`src/rtl/shift_add_mult_ctrl.sv`:
```
// Control FSM for an N-bit shift-and-add multiplier datapath.
// Latency: LOAD 1 cycle, RUN up to N cycles, DONE 1 cycle (N+2 cycles for a full run).
// Backpressure: none; start is only sampled in IDLE or DONE and ignored while busy.
//
// Ports:
//   clk, rst_n        - clock, asynchronous active-low reset
//   start             - request a multiply (honoured in IDLE or DONE only)
//   mplr_lsb          - bit 0 of the shifting multiplier register
//   mplr_zero         - multiplier register currently reads zero
//   load              - load multiplier and multiplicand registers
//   acc_clr           - clear the accumulator
//   shift_en          - shift multiplier right, multiplicand left
//   add_en            - accumulator += current (pre-shift) multiplicand
//   busy              - operation in progress (LOAD or RUN)
//   done              - one-cycle pulse, product valid in the accumulator
//   step_cnt          - shift steps completed in the current/last operation
module shift_add_mult_ctrl #(
    parameter int N          = 8,
    parameter bit EARLY_EXIT = 1'b1,
    localparam int CW        = $clog2(N + 1)
) (
    input  logic          clk,
    input  logic          rst_n,
    input  logic          start,
    input  logic          mplr_lsb,
    input  logic          mplr_zero,
    output logic          load,
    output logic          acc_clr,
    output logic          shift_en,
    output logic          add_en,
    output logic          busy,
    output logic          done,
    output logic [CW-1:0] step_cnt
);

    typedef enum logic [1:0] {
        S_IDLE = 2'd0,
        S_LOAD = 2'd1,
        S_RUN  = 2'd2,
        S_DONE = 2'd3
    } state_t;

    localparam logic [CW-1:0] LAST_STEP = CW'(N - 1);

    state_t        state_q;
    state_t        state_d;
    logic [CW-1:0] step_q;
    logic [CW-1:0] step_d;

    logic in_run;
    logic early_stop;
    logic do_step;
    logic last_step;

    assign in_run     = (state_q == S_RUN);

    // With early exit, a zero multiplier means every remaining partial
    // product is zero, so the RUN cycle that sees it performs no step.
    assign early_stop = EARLY_EXIT && mplr_zero;
    assign do_step    = in_run && !early_stop;
    assign last_step  = (step_q == LAST_STEP);

    // Next-state and step counter.
    always_comb begin
        state_d = state_q;
        step_d  = step_q;
        unique case (state_q)
            S_IDLE: begin
                if (start) begin
                    state_d = S_LOAD;
                end
            end
            S_LOAD: begin
                step_d  = '0;
                state_d = S_RUN;
            end
            S_RUN: begin
                if (early_stop) begin
                    state_d = S_DONE;
                end else begin
                    step_d = step_q + CW'(1);
                    if (last_step) begin
                        state_d = S_DONE;
                    end
                end
            end
            S_DONE: begin
                // Back-to-back: a start seen in DONE skips IDLE entirely.
                state_d = start ? S_LOAD : S_IDLE;
            end
            default: begin
                state_d = S_IDLE;
            end
        endcase
    end

    always_ff @(posedge clk or negedge rst_n) begin
        if (!rst_n) begin
            state_q <= S_IDLE;
            step_q  <= '0;
        end else begin
            state_q <= state_d;
            step_q  <= step_d;
        end
    end

    // State-only decodes: these come straight off the state flops, so an
    // asynchronous reset forces them low without waiting for a clock.
    assign load     = (state_q == S_LOAD);
    assign acc_clr  = (state_q == S_LOAD);
    assign busy     = (state_q == S_LOAD) || in_run;
    assign done     = (state_q == S_DONE);

    // Add and shift fire on the same edge, so the accumulator picks up the
    // multiplicand before it moves left. Both are gated by RUN, which keeps
    // them mutually exclusive with load.
    assign shift_en = do_step;
    assign add_en   = do_step && mplr_lsb;

    assign step_cnt = step_q;

endmodule
```
`config.mk`:
```
export PLATFORM = sky130hd
export DESIGN_NAME = shift_add_mult_ctrl
export DESIGN_NICKNAME = d
export VERILOG_FILES = /design/src/rtl/shift_add_mult_ctrl.sv
export SDC_FILE = /design/constraint.sdc
export NUM_CORES = 1
export LEC_CHECK = 0
export ABC_AREA = 1
export BUFFER_PORTS_ARGS = -buffer_cell sky130_fd_sc_hd__buf_2
export CAP_MARGIN = 10
export CORE_AREA = 2 2 39 41
export CTS_CLUSTER_DIAMETER = 150
export DETAILED_ROUTE_END_ITERATION = 16
export DIE_AREA = 0 0 41 43
export PLACE_DENSITY = 0.55
export SETUP_SLACK_MARGIN = 0.15
export SYNTH_ARGS = -nofsm -noshare
export SYNTH_HDL_FRONTEND = slang
export SYNTH_SLANG_ARGS = --single-unit
```
`constraint.sdc`:
```
create_clock -name clk -period 2.85 [get_ports clk]
set_input_delay 0.4275 -clock clk [delete_from_list [all_inputs] [get_ports clk]]
set_output_delay 0.4275 -clock clk [all_outputs]
set_load 0.01 [all_outputs]
```
==> Word-level counts from Yosys, hierarchy flattened <==
Index checks and enable logic that the tools add are counted.
{ "op_classes": {"eq_ne": 7, "addsub": 1, "n_reduce_logical": 8, "mux": 7} }
{ "op_table": {"columns": ["cell", "n"], "rows": [
  ["$pmux 2 s4", 1],
  ["$pmux 4 s2", 1],
  ["$mux 2", 3],
  ["$add 4x1->4 const B", 1],
  ["$eq 2x2->1 const B", 2],
  ["$eq 4x3->1 const B", 1],
  ["$mux 4", 1],
  ["$ne 2x2->1 const B", 2],
  ["$reduce_and 2->1", 2],
  ["$ne 3x2->1 const B", 1],
  ["$eq 2x1->1 const B", 1],
  ["$logic_and 1x1->1", 2],
  ["$logic_not 2->1", 1],
  ["$reduce_bool 2->1", 1],
  ["$logic_not 1->1", 1],
  ["$logic_or 1x1->1", 1],
  ["$mux 1", 1]
]} }
{ "word_totals": {"output_inout_bits": 10, "inputBits": 5, "regBits": 6, "elab_cells": 25} }

==> Logic depth before layout (Yosys ltp) <==
Gate-level depths: netlist (run 1).
{ "depth": {"word_depth": 4, "depth_mapped": 8, "ltp_nobuf": 8} }

==> Worst setup path after synthesis (run 1) <==
OpenSTA, ideal clock, no wires.
{ "synth_timing": {"kind": "register to output", "startpoint": "register state_q[0]", "endpoint": "output add_en", "n_path_buf": 0, "t_arrival_ns": 0.910, "slack_ns": 1.513, "stages_incl_launch_ff": 4, "required_time_ns": 2.423, "path_cell_list": "dfrtp_1 > inv_1 > ha_1 > and3_1"} }
{ "synth_via": {"elab_chain_cells": 3} }
{ "synth_rtl": {"columns": ["item", "line_no", "rtl"], "rows": [
  ["from (decl)", "45", "state_t state_q;"],
  ["from (signal assigned)", "102", "state_q <= state_d;"],
  ["$eq 2x2->1", "55", "assign in_run = (state_q == S_RUN);"],
  ["$logic_and 1x1->1", "60", "assign do_step = in_run && !early_stop;"],
  ["$logic_and 1x1->1", "118", "assign add_en = do_step && mplr_lsb;"],
  ["to (decl)", "30", "output logic add_en,"]
]} }
Every way passes these cells.

==> Worst setup path after layout (run 1) <==
{ "layout_timing": {"startpoint": "register state_q[0]", "endpoint": "output shift_en"} }
{ "layout_via": {"elab_chain_cells": 2} }
{ "layout_rtl": {"columns": ["item", "line_no", "rtl"], "rows": [
  ["$eq 2x2->1", "55", null],
  ["$logic_and 1x1->1", "60", null],
  ["to (decl)", "29", "output logic shift_en,"]
]} }
Every way passes these cells.

==> results of run 1 <==
## kinds of logic after synthesis
group / count (synthesis) / share of synthesized area
AOI/OAI and AO/OA: 4 / 0.0525
adders and majority gates: 7 / 0.193
buffers and inverters: 10 / 0.0912
DFF: 6 / 0.331
and+or+nand+nor: 29 / 0.331
## path summary, 6_finish.rpt
check,start,endpoint,slack (ps),cells after the start
setup reg to reg,state_q[0]$_DFFE_PN0P_,step_cnt[2]$_DFFE_PN0P_,1540,7
hold reg to reg,step_cnt[1]$_DFFE_PN0P_,step_cnt[1]$_DFFE_PN0P_,550,2
hold / removal,mplr_zero,step_cnt[1]$_DFFE_PN0P_,520,4
setup / recovery,state_q[0]$_DFFE_PN0P_,shift_en,1110,5
min in group asynchronous,rst_n,step_cnt[2]$_DFFE_PN0P_,540,2
max in group asynchronous,rst_n,state_q[0]$_DFFE_PN0P_,2170,2
## power groups by stage
stage	combinational, uW	clock [uW]	sequential [uW]
final	322	73.7	161
after floorplan	241	0	162
after CTS	329	80.2	162
after global routing	371	82.8	167
after detailed placement	325	0	163
after global placement	332	0	161
## sequential cells by signal, summed over array words and instances (netlist names)
signal and count:
step_cnt 4, state_q 2
## placed cells by master, fill, tap and decap left out
cell           instances
nand3_1                5
inv_2                  2
dlygate4sd3_1          1
nand2_2                5
nand2_4                1
ha_1                   7
dfrtp_1                6
nand2_1               13
clkbuf_4               3
and3_1                 1
o21ai_2                1
nand4_1                2
a21oi_1                2
nor2_4                 1
nor2_1                 1
o21ai_0                1
inv_1                  7
buf_2                 14
## stage by stage
stage | hold slack [ps] | setup WS, ps | instance area [sq um] | std cells
2_1_floorplan | 132 | 1510 | 453 | 56
3_3_place_gp | 254 | 1390 | 536 | 85
3_5_place_dp | 256 | 1350 | 536 | 85
4_1_cts | 510 | 1080 | 568 | 89
5_1_grt | 546 | 1010 | 568 | 89
6_report | 519 | 1110 | 568 | 89
## layer usage
metal,share of wire,up-vias,global-route usage
met5,0,-,0
met4,0.011,0,0.100
met3,0.043,2,0.0157
met2,0.46,7,0.138
met1,0.49,169,0.146
li1,-,213,-
## cell type report
cell class                 count  area [sq um]
clock buffer                   3          22.5
fill                         152           816
inverter                       9          33.8
multi-input combinational     40           262
sequential                     6           150
tap                           16          20.0
timing repair buffer          15          80.1
## worst max-delay path, stage by stage (launching register included)
cell     delay, ps
dfrtp_1        410
inv_1          160
ha_1           200
inv_1           70
nor2_4          90
buf_2          130
==> reports/metrics.cfg, run 1 <==
[synthesis]
ys_types=16
yosysSeqAreaShare=0.331
synthTopCellsByArea=dfrtp_1 (33%), ha_1 (19%), nand2_1 (11%)
syn-cell-area_sq_um=453
async_flop_share=1.00
syn_nets=68
synth_edf_count=0
yosysMostFrequentCell=nand2_1
ys_ff_latch=6
netlist.area_leader.share=0.331
synth_cells=56
synth-warning-count=0
yosysTopAreaCell=dfrtp_1
ys.flop_type=dfrtp_1
ys_top_cells_by_count=nand2_1 (13), ha_1 (7), inv_1 (7)
syn_area_per_cell_sq_um=8.09

[status]
status=completed

[final_layout]
antenna_cells=0
final_nets=87
syn_to_final_growth_pct=25.4
drive_above_1_share=0.370
final_util=0.410

[clock_network]
numCtsBuffers=3
postCtsSetupRepairBufs=0
cts_tree=done
cts_resized=0
h-tree-depth=1
cts_buffer_depth=2
postCtsHoldBufs=1
clkTransAtPathRegs_ps=40
root_buffer=clkbuf_4
cts.sinks=6
clk-insertion-delay-late_ps=240

[sta]
skew_ps=1.11
worst_slew_pin_slew_ps=198
slew_headroom=0.868
fin_setup_tns_ps=0
fin_crit_ps=1740
max_freq_mhz=575
setup_viol=0
finalHoldViolations=0
final_max_slew_viol_count=0
rsz0062_at_grt=false
layout_worst_path_cycle_share=0.610

[power]
p_int_uw=295
powerDensity_mw_per_mm2=981
combPwrFrac=0.578
total_power_uw=557
p_sw_uw=262
p_seq_frac=0.290
p_clk_frac=0.132
swShare=0.470
total_leakage_power_uw=0.000340
ir_worst_vdd_v=0.000309

[critical_path]
critPathLaunchType=register
cp.arrival_ps=1310
worstSetupPathType=reg2out
critPathRequiredTime_ps=2420
endpoint_kind=output pin
path_max_fanout=5

[run]
maxCapViolCount=0

[die]
start_util=0.327
coreArea_sq_mm=0.00138
die_height_microns=43
die_x_microns=41
ios=15
rows=14
dieArea_sq_mm=0.00176

[drt]
via_count=391
vias_per_cell=4.39
drt_iter0_markers=3
wl_microns=792
detail-route-antenna-nets=0
routedWlPerCell_microns=8.90
drc=0
firstDrtPassIters=3

[grt]
grt_first_pass_wirelength_microns=1260
antenna_found_initial=0
grt_overflow_total=0
grt_max_degree=7
grt_pass1_vias=339
track_usage=0.107

[place]
place_congestion=0.697
hpwlAfterDp_microns=658
io_buffers=14

[min_path]
timing.hold.worst.class=in2reg

(Power assumes the default switching activity.)
==> run 2, diff against run 1 <==
--- a/config.mk
+++ b/config.mk
@@ -12,7 +12,7 @@
 export CTS_CLUSTER_DIAMETER = 150
 export DETAILED_ROUTE_END_ITERATION = 16
 export DIE_AREA = 0 0 41 43
-export PLACE_DENSITY = 0.55
+export PLACE_DENSITY = 0.57
 export SETUP_SLACK_MARGIN = 0.15
 export SYNTH_ARGS = -nofsm -noshare
 export SYNTH_HDL_FRONTEND = slang
==> constraint.sdc (replaced) <==
create_clock -name clk -period 1.5 [get_ports clk]
set_input_delay 0.225 -clock clk [delete_from_list [all_inputs] [get_ports clk]]
set_output_delay 0.225 -clock clk [all_outputs]
set_load 0.01 [all_outputs]
==> run 2 against run 1 <==
- via count rose by 11%
- combinational power grew to 3.1 times the previous value
- first-iteration DRC count rose by 33%
- sequential share of layout area fell by 5.1 points
- sequential power up 93%
- clock power up 94%
- final cell count rose by 9.0%
- utilization is 10 points higher
- worst hold slack worse by 200 ps
- largest cell class unchanged
==> reports/metrics.cfg, run 2 (same netlist as run 1, synthesis figures left out) <==
[clock_network]
cts_tree=done
root_buffer=clkbuf_4
cts.sinks=6  ; unchanged
numCtsBuffers=3  ; unchanged
clkTransAtPathRegs_ps=40  ; about the same
cts_buffer_depth=2  ; unchanged
h-tree-depth=1  ; unchanged
clk-insertion-delay-late_ps=240  ; about the same

[die]
die_x_microns=41  ; unchanged
ios=15  ; unchanged
die_height_microns=43  ; unchanged
rows=14  ; unchanged
dieArea_sq_mm=0.00176  ; unchanged
start_util=0.327  ; unchanged
coreArea_sq_mm=0.00138  ; unchanged

[power]
total_power_uw=1450  ; +160%
total_leakage_power_uw=0.000381  ; +12%
ir_worst_vdd_v=0.000800  ; +160%
powerDensity_mw_per_mm2=2040  ; +110%

[drt]
firstDrtPassIters=3  ; unchanged
wl_microns=976  ; +23%
drc=0  ; unchanged
drt_iter0_markers=4  ; +1
routedWlPerCell_microns=10.1  ; +13%
vias_per_cell=4.47  ; +1.8%
via_count=434  ; +11%
detail-route-antenna-nets=0  ; unchanged

[critical_path]
rr_worst_depth=8  ; +1
worstSetupPathType=reg2out
path_max_fanout=4  ; -1
endpoint_kind=output pin
critPathRequiredTime_ps=1270  ; -1150 ps
cp.arrival_ps=1140  ; -170 ps
critPathLaunchType=register

[sta]
max_freq_mhz=734
hold_ws_ps=317  ; -202 ps
final_max_slew_viol_count=0  ; unchanged
fin_crit_ps=1360
finalHoldViolations=0  ; unchanged
worst_slew_pin_slew_ps=194  ; -4.07 ps
slew_headroom=0.871  ; +0.00271
fin_setup_tns_ps=0  ; unchanged
skew_ps=2.11  ; +1.01 ps
layout_worst_path_cycle_share=0.908
rsz0062_at_grt=true
setup_viol=0  ; unchanged
setup_ws_ps=138  ; -975 ps

[place]
hpwlAfterDp_microns=699  ; +6.2%
pre_cts_ws_ps=253  ; -1100 ps
io_buffers=14  ; unchanged
place_congestion=0.740  ; +6.2%

[final_layout]
largest_reg_flops=4  ; unchanged
layout_commonest_cell=nand2_1
final-seq-area_sq_um=151  ; +0.83%
syn_to_final_growth_pct=56.9
n_fill_cell=132  ; -13%
multi_input_area_sq_um=318  ; +22%
final_nets=95  ; +9.2%
final_cell_mix=nand2_1 (13), buf_2 (11), buf_4 (7)
drive_above_1_share=0.568  ; +0.198
final_util=0.514  ; +0.103
antenna_cells=0  ; unchanged

[grt]
grt_overflow_total=0  ; unchanged
grt_max_degree=7  ; unchanged
antenna_found_initial=0  ; unchanged
track_usage=0.132  ; +0.0242
grt_first_pass_wirelength_microns=1560  ; +24%
grt_pass1_vias=386  ; +14%

[status]
status=completed

[min_path]
timing.hold.worst.class=in2reg
hold_depth=4  ; unchanged

[run]
maxCapViolCount=0  ; unchanged

## run 2: final timing paths
check | from | slack [ps] | to
worst max-delay path | state_q[1]$_DFFE_PN0P_ | 140 | add_en
worst min-delay path | mplr_zero | 320 | step_cnt[1]$_DFFE_PN0P_
worst max register to register | state_q[0]$_DFFE_PN0P_ | 220 | step_cnt[0]$_DFFE_PN0P_
worst min register to register | step_cnt[1]$_DFFE_PN0P_ | 570 | step_cnt[1]$_DFFE_PN0P_
max in group asynchronous | rst_n | 1010 | state_q[1]$_DFFE_PN0P_
min in group asynchronous | rst_n | 340 | step_cnt[2]$_DFFE_PN0P_
## run 2: area by class of cell
class / count / share of cell area
multi-input cells: 40 / 0.447
inverters: 9 / 0.0511
clock buffers: 3 / 0.0317
repair buffers: 23 / 0.229
flip-flops and latches: 6 / 0.213
well taps: 16 / 0.0282
## run 2: worst max-delay path, cell delays in order (launching register included)
cell	delay (ps)
dfrtp_2	450
ha_4	190
and3_1	130
buf_2	130
## run 2: where the power goes
part / internal, uW / total (uW) / switching [uW]
clock: 90.1 / 143 / 52.5
combinational: 502 / 998 / 497
sequential: 227 / 311 / 83.9
## run 2: through the flow
step                instances  instance area [sq um]
floorplan                  56                    453
global placement           86                    543
detailed placement         86                    543
CTS                        96                    669
global route               97                    711
finish                     97                    711
## run 2: timing repair
action                     4_1_cts  5_1_grt
pin swaps                        3        1
gates resized for setup         11        8
setup endpoints to repair        5        9
hold buffers                     1        0
cloned                           0        0
setup buffers                    6        1
hold endpoints to repair         6        0
## run 2: per-layer routing
metal / GRT usage / share of wire
met5: 0 / 0
met3: 0.0157 / 0.034
met2: 0.181 / 0.49
met1: 0.178 / 0.46
met4: 0.100 / 0.0092
